<file path="config.mk">
export PLATFORM = sky130hd
export DESIGN_NAME = uart_rx_flat
export DESIGN_NICKNAME = d
export VERILOG_FILES = /design/src/rtl/uart_rx_if.sv /design/src/rtl/uart_rx.sv /design/src/flat_wrapper.sv
export SDC_FILE = /design/constraint.sdc
export NUM_CORES = 1
export LEC_CHECK = 0
export BUFFER_PORTS_ARGS = -buffer_cell sky130_fd_sc_hd__buf_2
export CORE_ASPECT_RATIO = 1.25
export CORE_MARGIN = 8
export CORE_UTILIZATION = 59
export CTS_CLUSTER_SIZE = 40
export DETAILED_ROUTE_END_ITERATION = 7
export PLACE_DENSITY = 0.77
export SKIP_CTS_REPAIR_TIMING = 1
export SLEW_MARGIN = 20
export SYNTH_ARGS = -nofsm -noshare
export SYNTH_HDL_FRONTEND = slang
export SYNTH_SLANG_ARGS = --single-unit
</file>
<file path="constraint.sdc">
create_clock -name clock -period 3.2 [get_ports clock]
set_input_delay 0.32 -clock clock [delete_from_list [all_inputs] [get_ports clock]]
set_output_delay 0.32 -clock clock [all_outputs]
set_load 0.02 [all_outputs]
</file>
<file path="src/rtl/uart_rx_if.sv">
// Receiver-side signal bundle: serial line in, byte and status strobes out.
interface uart_rx_if;
  logic       uart_rx;
  logic [7:0] dataOut;
  logic       valid;
  logic       framingError;
  logic       busy;

  modport master (
    input  uart_rx,
    output dataOut, valid, framingError, busy
  );

  modport slave (
    output uart_rx,
    input  dataOut, valid, framingError, busy
  );
endinterface

</file>
<file path="src/rtl/uart_rx.sv">
// 8N1 UART receiver with two-flop input synchroniser, mid-bit sampling and
// single-cycle valid / framingError strobes.
module uart_rx #(
  parameter int unsigned CLOCK_SPEED = 50000000,
  parameter int unsigned BAUD_RATE   = 115200
) (
  input  logic      clock,
  input  logic      reset_n,
  uart_rx_if.master bus
);

  localparam int unsigned CLOCK_DELAY = CLOCK_SPEED / BAUD_RATE;
  localparam int unsigned HALF_DELAY  = CLOCK_DELAY / 2;
  localparam logic [31:0] HALF_LAST   = 32'(HALF_DELAY - 1);
  localparam logic [31:0] BIT_LAST    = 32'(CLOCK_DELAY - 1);

  generate
    if (CLOCK_DELAY < 4) begin : g_bad_delay
      $error("uart_rx: CLOCK_DELAY must be at least 4");
    end
  endgenerate

  typedef enum logic [1:0] {IDLE, START, DATA, STOP} state_t;

  state_t      state, state_d;
  logic        sync1, rx_s;
  logic [31:0] cnt, cnt_d;
  logic [2:0]  idx, idx_d;
  logic [7:0]  shreg, shreg_d;
  logic [7:0]  data_q, data_d;
  logic        armed, armed_d;
  logic        valid_q, valid_d;
  logic        ferr_q, ferr_d;
  logic        busy_q, busy_d;

  // Two-flop synchroniser; line idles high.
  always_ff @(posedge clock or negedge reset_n) begin
    if (!reset_n) begin
      sync1 <= 1'b1;
      rx_s  <= 1'b1;
    end else begin
      sync1 <= bus.uart_rx;
      rx_s  <= sync1;
    end
  end

  always_ff @(posedge clock or negedge reset_n) begin
    if (!reset_n) state <= IDLE;
    else          state <= state_d;
  end

  always_ff @(posedge clock or negedge reset_n) begin
    if (!reset_n) begin
      cnt     <= '0;
      idx     <= '0;
      shreg   <= '0;
      data_q  <= '0;
      armed   <= 1'b0;
      valid_q <= 1'b0;
      ferr_q  <= 1'b0;
      busy_q  <= 1'b0;
    end else begin
      cnt     <= cnt_d;
      idx     <= idx_d;
      shreg   <= shreg_d;
      data_q  <= data_d;
      armed   <= armed_d;
      valid_q <= valid_d;
      ferr_q  <= ferr_d;
      busy_q  <= busy_d;
    end
  end

  // armed records that the line was seen idle-high, so a held break cannot retrigger.
  always_comb begin
    state_d = state;
    cnt_d   = cnt;
    idx_d   = idx;
    shreg_d = shreg;
    data_d  = data_q;
    armed_d = armed;
    valid_d = 1'b0;
    ferr_d  = 1'b0;

    case (state)
      IDLE: begin
        if (rx_s) begin
          armed_d = 1'b1;
        end else if (armed) begin
          state_d = START;
          cnt_d   = '0;
        end
      end
      START: begin
        if (cnt == HALF_LAST) begin
          cnt_d   = '0;
          idx_d   = '0;
          state_d = rx_s ? IDLE : DATA;
        end else begin
          cnt_d = cnt + 32'd1;
        end
      end
      DATA: begin
        if (cnt == BIT_LAST) begin
          cnt_d        = '0;
          shreg_d[idx] = rx_s;
          if (idx == 3'd7) state_d = STOP;
          else             idx_d   = idx + 3'd1;
        end else begin
          cnt_d = cnt + 32'd1;
        end
      end
      STOP: begin
        if (cnt == BIT_LAST) begin
          cnt_d   = '0;
          state_d = IDLE;
          if (rx_s) begin
            data_d  = shreg;
            valid_d = 1'b1;
          end else begin
            ferr_d  = 1'b1;
            armed_d = 1'b0;
          end
        end else begin
          cnt_d = cnt + 32'd1;
        end
      end
      default: state_d = IDLE;
    endcase

    busy_d = (state_d != IDLE);
  end

  assign bus.dataOut      = data_q;
  assign bus.valid        = valid_q;
  assign bus.framingError = ferr_q;
  assign bus.busy         = busy_q;

endmodule

</file>
<file path="src/flat_wrapper.sv">
// flat-port wrapper written by rule: the top's interface ports become plain ports
module uart_rx_flat 
#(
  parameter int unsigned CLOCK_SPEED = 50000000,
  parameter int unsigned BAUD_RATE   = 115200
)
  (clock, reset_n, bus_uart_rx, bus_dataOut, bus_valid, bus_framingError, bus_busy);
  uart_rx_if bus_i ();
  input  logic clock;
  input  logic reset_n;
  input wire logic [$bits(bus_i.uart_rx)-1:0] bus_uart_rx;
  output wire logic [$bits(bus_i.dataOut)-1:0] bus_dataOut;
  output wire logic [$bits(bus_i.valid)-1:0] bus_valid;
  output wire logic [$bits(bus_i.framingError)-1:0] bus_framingError;
  output wire logic [$bits(bus_i.busy)-1:0] bus_busy;
  assign bus_i.uart_rx = bus_uart_rx;
  assign bus_dataOut = bus_i.dataOut;
  assign bus_valid = bus_i.valid;
  assign bus_framingError = bus_i.framingError;
  assign bus_busy = bus_i.busy;
  uart_rx #(.CLOCK_SPEED(CLOCK_SPEED), .BAUD_RATE(BAUD_RATE)) u_core (.clock(clock), .reset_n(reset_n), .bus(bus_i));
endmodule
</file>
# == Word-level counts from Yosys, hierarchy flattened ==
# Index checks and enable logic that the tools add are counted.
# word_totals
reg_bits,59
# op_classes
addsub,2
n_lt_le_gt_ge,2
eq_ne,14
n_mux,30
reduce_logical,11
# op_table
cell,n
$mux 32,4
$pmux 32 s3,1
$add 32x1->32 const B,1
$eq 32x8->1 const B,1
$eq 32x9->1 const B,1
$mux 2,7
$mux 1,10
$ne 2x1->1 const B,5
$mux 3,3
$bwmux 8,1
$pmux 2 s4,1
$reduce_and 4->1,2
$ne 2x2->1 const B,3
$pmux 3 s2,1
$reduce_bool 2->1,3
$eq 2x2->1 const B,2
$lt 3x4->1 const B,1
$reduce_and 2->1,2
$add 3x1->3 const B,1
$demux 1 s3,1
$eq 3x3->1 const B,1
$ge 3x1->1 const B,1
$reduce_and 3->1,1
$eq 2x1->1 const B,1
other kinds (4),4

# == Depth between registers and ports, before layout ==
# logic_depth
depth_word,5
mapped_depth,9
depth_no_buf,7

# == Least setup slack after synthesis ==
# No wires, ideal clock.
# synth_path
kind,reg2reg
start,reg u_core.cnt[13]
end,"reg u_core.data_q[0], in the netlist u_core.bus.dataOut[0]"
setup_ns,0.125
t_arrival_ns,2.126
path_slack_ns,0.949
stages_incl_launch_ff,7
n_path_buf,1
synth_period_minus_slack_ns,2.251
path_cell_list,dfrtp_1 > or4_4 > or2_4 > nor3_4 > and4_4 > buf_12 > mux2_4
# synth_between
elab_chain_cells,2
# synth_lines
item,line_no,rtl
from (decl),uart_rx.sv:27,"logic [31:0] cnt, cnt_d;"
from (signal assigned),uart_rx.sv:63,cnt <= cnt_d;
$eq 32x9->1,uart_rx.sv:114,if (cnt == BIT_LAST) begin
$reduce_and 3->1 (no line),-,
to (signal assigned),uart_rx.sv:66,data_q <= data_d;
to (decl),uart_rx.sv:30,"logic [7:0] data_q, data_d;"
# No other way between the ends.
# A chain may end at the register's enable or synchronous reset.

# == Final worst setup path ==
# layout_path
start,reg u_core.cnt[1]
end,reg u_core.cnt[15]
# layout_between
elab_chain_cells,3
word_cells_on_any_way,6
classes_between,add/sub (1); eq/ne (2); mux (3)
# layout_lines
item,line_no,rtl
$add 32x1->32 (tied with other cells),"uart_rx.sv:100, uart_rx.sv:110, uart_rx.sv:125",
"$mux 32, on equally long branches","uart_rx.sv:104, uart_rx.sv:114, uart_rx.sv:95",
$pmux 32 s3 (*),uart_rx.sv:85,case (state)
# Mark *: on every way between the ends. The rest lies on a longest branch, timed or not.

==> flow_summary.ini <==
[run_status]
run_status = completed

[cts]
clock_latency_ns = 0.34
cts-buffers-inserted = 9
cts.htree.levels = 3
clkTransAtPathRegs_ns = 0.06
clock-sinks = 59
cts_tree = done
cts.path.max_buffers = 2
cts_root_buf = clkbuf_8

[drt]
wl_um = 7710
drc = 0
first_pass_iters = 5
dr.first_iter.drc_count = 196
drt.antenna.violating_nets = 0
routed_via_density = 6.23
wl_per_cell_um = 17.3
dr_total_vias = 2777

[sta]
final-setup-viol-count = 0
period_share = 0.820
hold_ws_ns = 0.0105
finalSetupTns_ns = 0
finalHoldViolations = 0
final_max_slew_viol_count = 0
clock.fmax_mhz = 381
rsz0062_at_grt = no
max_slew_margin = 0.364
tightest_slew_ns = 0.954
fin_worst_skew_ns = 0.00571
final.min_clock_period_ns = 2.62

[placement]
io_buffers = 13
dp_hpwl_um = 5420
place_congestion = 0.887
placed_cells = 430

[yosys]
syn_inst = 361
yosys-top-cells-area = dfrtp_1 (42%), nand2_1 (4.8%), mux2_4 (3.6%), mux2_2 (3.3%), o21ai_0 (3.3%)
yosys_warnings = 0
synthDistinctLibCells = 60
ys_ff_latch = 59
synth_edf_count = 0
syn_nets = 369
ys_dominant_reg_cell = dfrtp_1
synth-async-reset-ratio = 1.00
avgSynthCellArea_um2 = 9.35
yosysTopAreaCellShare = 0.422
synth.largest_area_cell = dfrtp_1
ys_seq_area_frac = 0.438
syn_area_mm2 = 0.00338

[die]
core_mm2 = 0.00566
die_y_um = 101
die_w_um = 83.7
die-area_mm2 = 0.00842
rows = 31
top_level_ports = 14
initial_core_util = 0.596

[setup_path]
r2r_slack_ns = 0.58
required_ns = 3.46
end_kind = flip-flop
worstSetupPathType = flip-flop to flip-flop
reg2reg_depth = 8
worst_r2r_endpoint = u_core.cnt[15]$_DFFE_PN0P_
rr_startpoint = u_core.cnt[1]$_DFFE_PN0P_
crit_path_max_fanout = 23
startpoint_type = flip-flop
crit_arrival_ns = 2.89

[layout]
drive_above_1_share = 0.189
area_growth_pct = 9.89
final_common_cell = dfrtp_1
final_cells = 446
utilization = 0.655
final_nets = 383
nFillCells = 469
mostFrequentLayoutCells = dfrtp_1 (57), nand2_1 (43), nor2_1 (27), o21ai_0 (22), inv_1 (19)
n_antenna_cell = 0

[power_and_ir_drop]
power_density_mw_per_mm2 = 470
peakVddDrop_v = 0.000234
p_leak_nw = 1.67

[global_routing]
grt_pass1_vias = 2804
grt_usage = 0.190
grt_pass1_wl_um = 13000
gr-total-overflow = 0
antenna_found_initial = 0
grt_start_max_net_pins = 34

[job]
cap_violations = 0

[worst_hold_path]
holdCritPathClass = input pin to asynchronous set/reset pin
==> state kept, by name, summed over array words and instances, names as in the netlist <==
name                     flops
u_core.armed                 1
u_core.bus.busy              1
u_core.bus.dataOut           8
u_core.bus.framingError      1
u_core.bus.valid             1
u_core.cnt                  32
u_core.idx                   3
u_core.rx_s                  1
u_core.shreg                 8
u_core.state                 2
u_core.sync1                 1
==> worst max-delay path by stage <==
| stage | startpoint | endpoint | depth (start not counted) |
|---|---|---|---|
| after global routing | u_core.cnt[1]$_DFFE_PN0P_ | u_core.cnt[19]$_DFFE_PN0P_ | 8 |
| after global placement | u_core.cnt[1]$_DFFE_PN0P_ | u_core.cnt[15]$_DFFE_PN0P_ | 8 |
| after detailed placement | u_core.cnt[1]$_DFFE_PN0P_ | u_core.cnt[15]$_DFFE_PN0P_ | 8 |
| after floorplan | u_core.cnt[13]$_DFFE_PN0P_ | u_core.bus.dataOut[0]$_DFFE_PN0P_ | 6 |
| after CTS | u_core.cnt[1]$_DFFE_PN0P_ | u_core.cnt[15]$_DFFE_PN0P_ | 8 |
| final | u_core.cnt[1]$_DFFE_PN0P_ | u_core.cnt[15]$_DFFE_PN0P_ | 8 |
==> logic make-up (layout without fill, tap and decap cells) <==
kind of cell,after synthesis,count (layout),share of synthesized area
fa+ha+maj,5,5,0.0185
flops,59,59,0.438
buf+inv,38,57,0.0504
mux,20,20,0.0748
xor+xnor,3,3,0.00778
compound gates,78,78,0.157
simple gates,158,158,0.254
==> final cells by class <==
cell class,instances,area [um^2],area share
clock buffers,14,163,0.0438
repair buffers,22,133,0.0357
flip-flops and latches,59,1480,0.399
well taps,66,82.6,0.0223
clock inverters,2,35.0,0.00944
inverters,19,71.3,0.0192
multi-input cells,264,1750,0.471
==> layer usage <==
metal  wire length (um)  vias up  global-route usage  part of all wire
li1                   -     1349                   -                 -
met1               3270     1345               0.210              0.42
met2               3900       65               0.328              0.51
met3                286       18              0.0437             0.037
met4                244        0               0.111             0.032
met5                  0        -                   0                 0
==> power by group <==
group | internal (mW) | switching [mW]
sequential | 0.791 | 0.0689
clock | 0.402 | 0.286
combinational | 0.0861 | 0.111
total | 1.28 | 0.466
==> through the flow <==
stage,instance area [um^2],total power [mW],worst slack (ns)
after floorplan,3380,1.00,0.949
after global placement,3510,1.05,0.701
after detailed placement,3510,1.07,0.617
after CTS,3710,1.75,0.579
after global routing,3710,1.82,0.330
final,3710,1.74,0.576
==> synth_stat cells (all sizes together) (2+ instances only) <==
| cell | count |
|---|---|
| mux2 | 18 |
| clkbuf | 10 |
| nor2b | 6 |
| inv | 19 |
| nor4 | 9 |
| and2 | 4 |
| o21bai | 10 |
| or4 | 4 |
| a22oi | 9 |
| ha | 5 |
| dfrtp | 57 |
| nand3 | 15 |
| mux2i | 2 |
| buf | 9 |
| nor3 | 13 |
| xor2 | 3 |
| o21ai | 22 |
| or2 | 3 |
| a211oi | 2 |
| nor4b | 2 |
| nor2 | 27 |
| or3 | 2 |
| dfstp | 2 |
| nand2 | 43 |
| a21boi | 3 |
| nand4 | 16 |
| a21oi | 5 |
| o21ba | 2 |
| and4 | 7 |
| o22ai | 8 |
| o211ai | 4 |
| and3 | 3 |
| a2bb2oi | 2 |
==> worst max-delay path, stage by stage (launching register included) <==
cell and delay [ns]:
dfrtp_1 0.38, inv_1 0.08, ha_1 0.18, and4_2 0.24, and4bb_2 0.26, a21oi_2 0.73, buf_4 0.37, o21ai_0 0.12
a22oi_1 0.19
(Power assumes the default switching activity.)
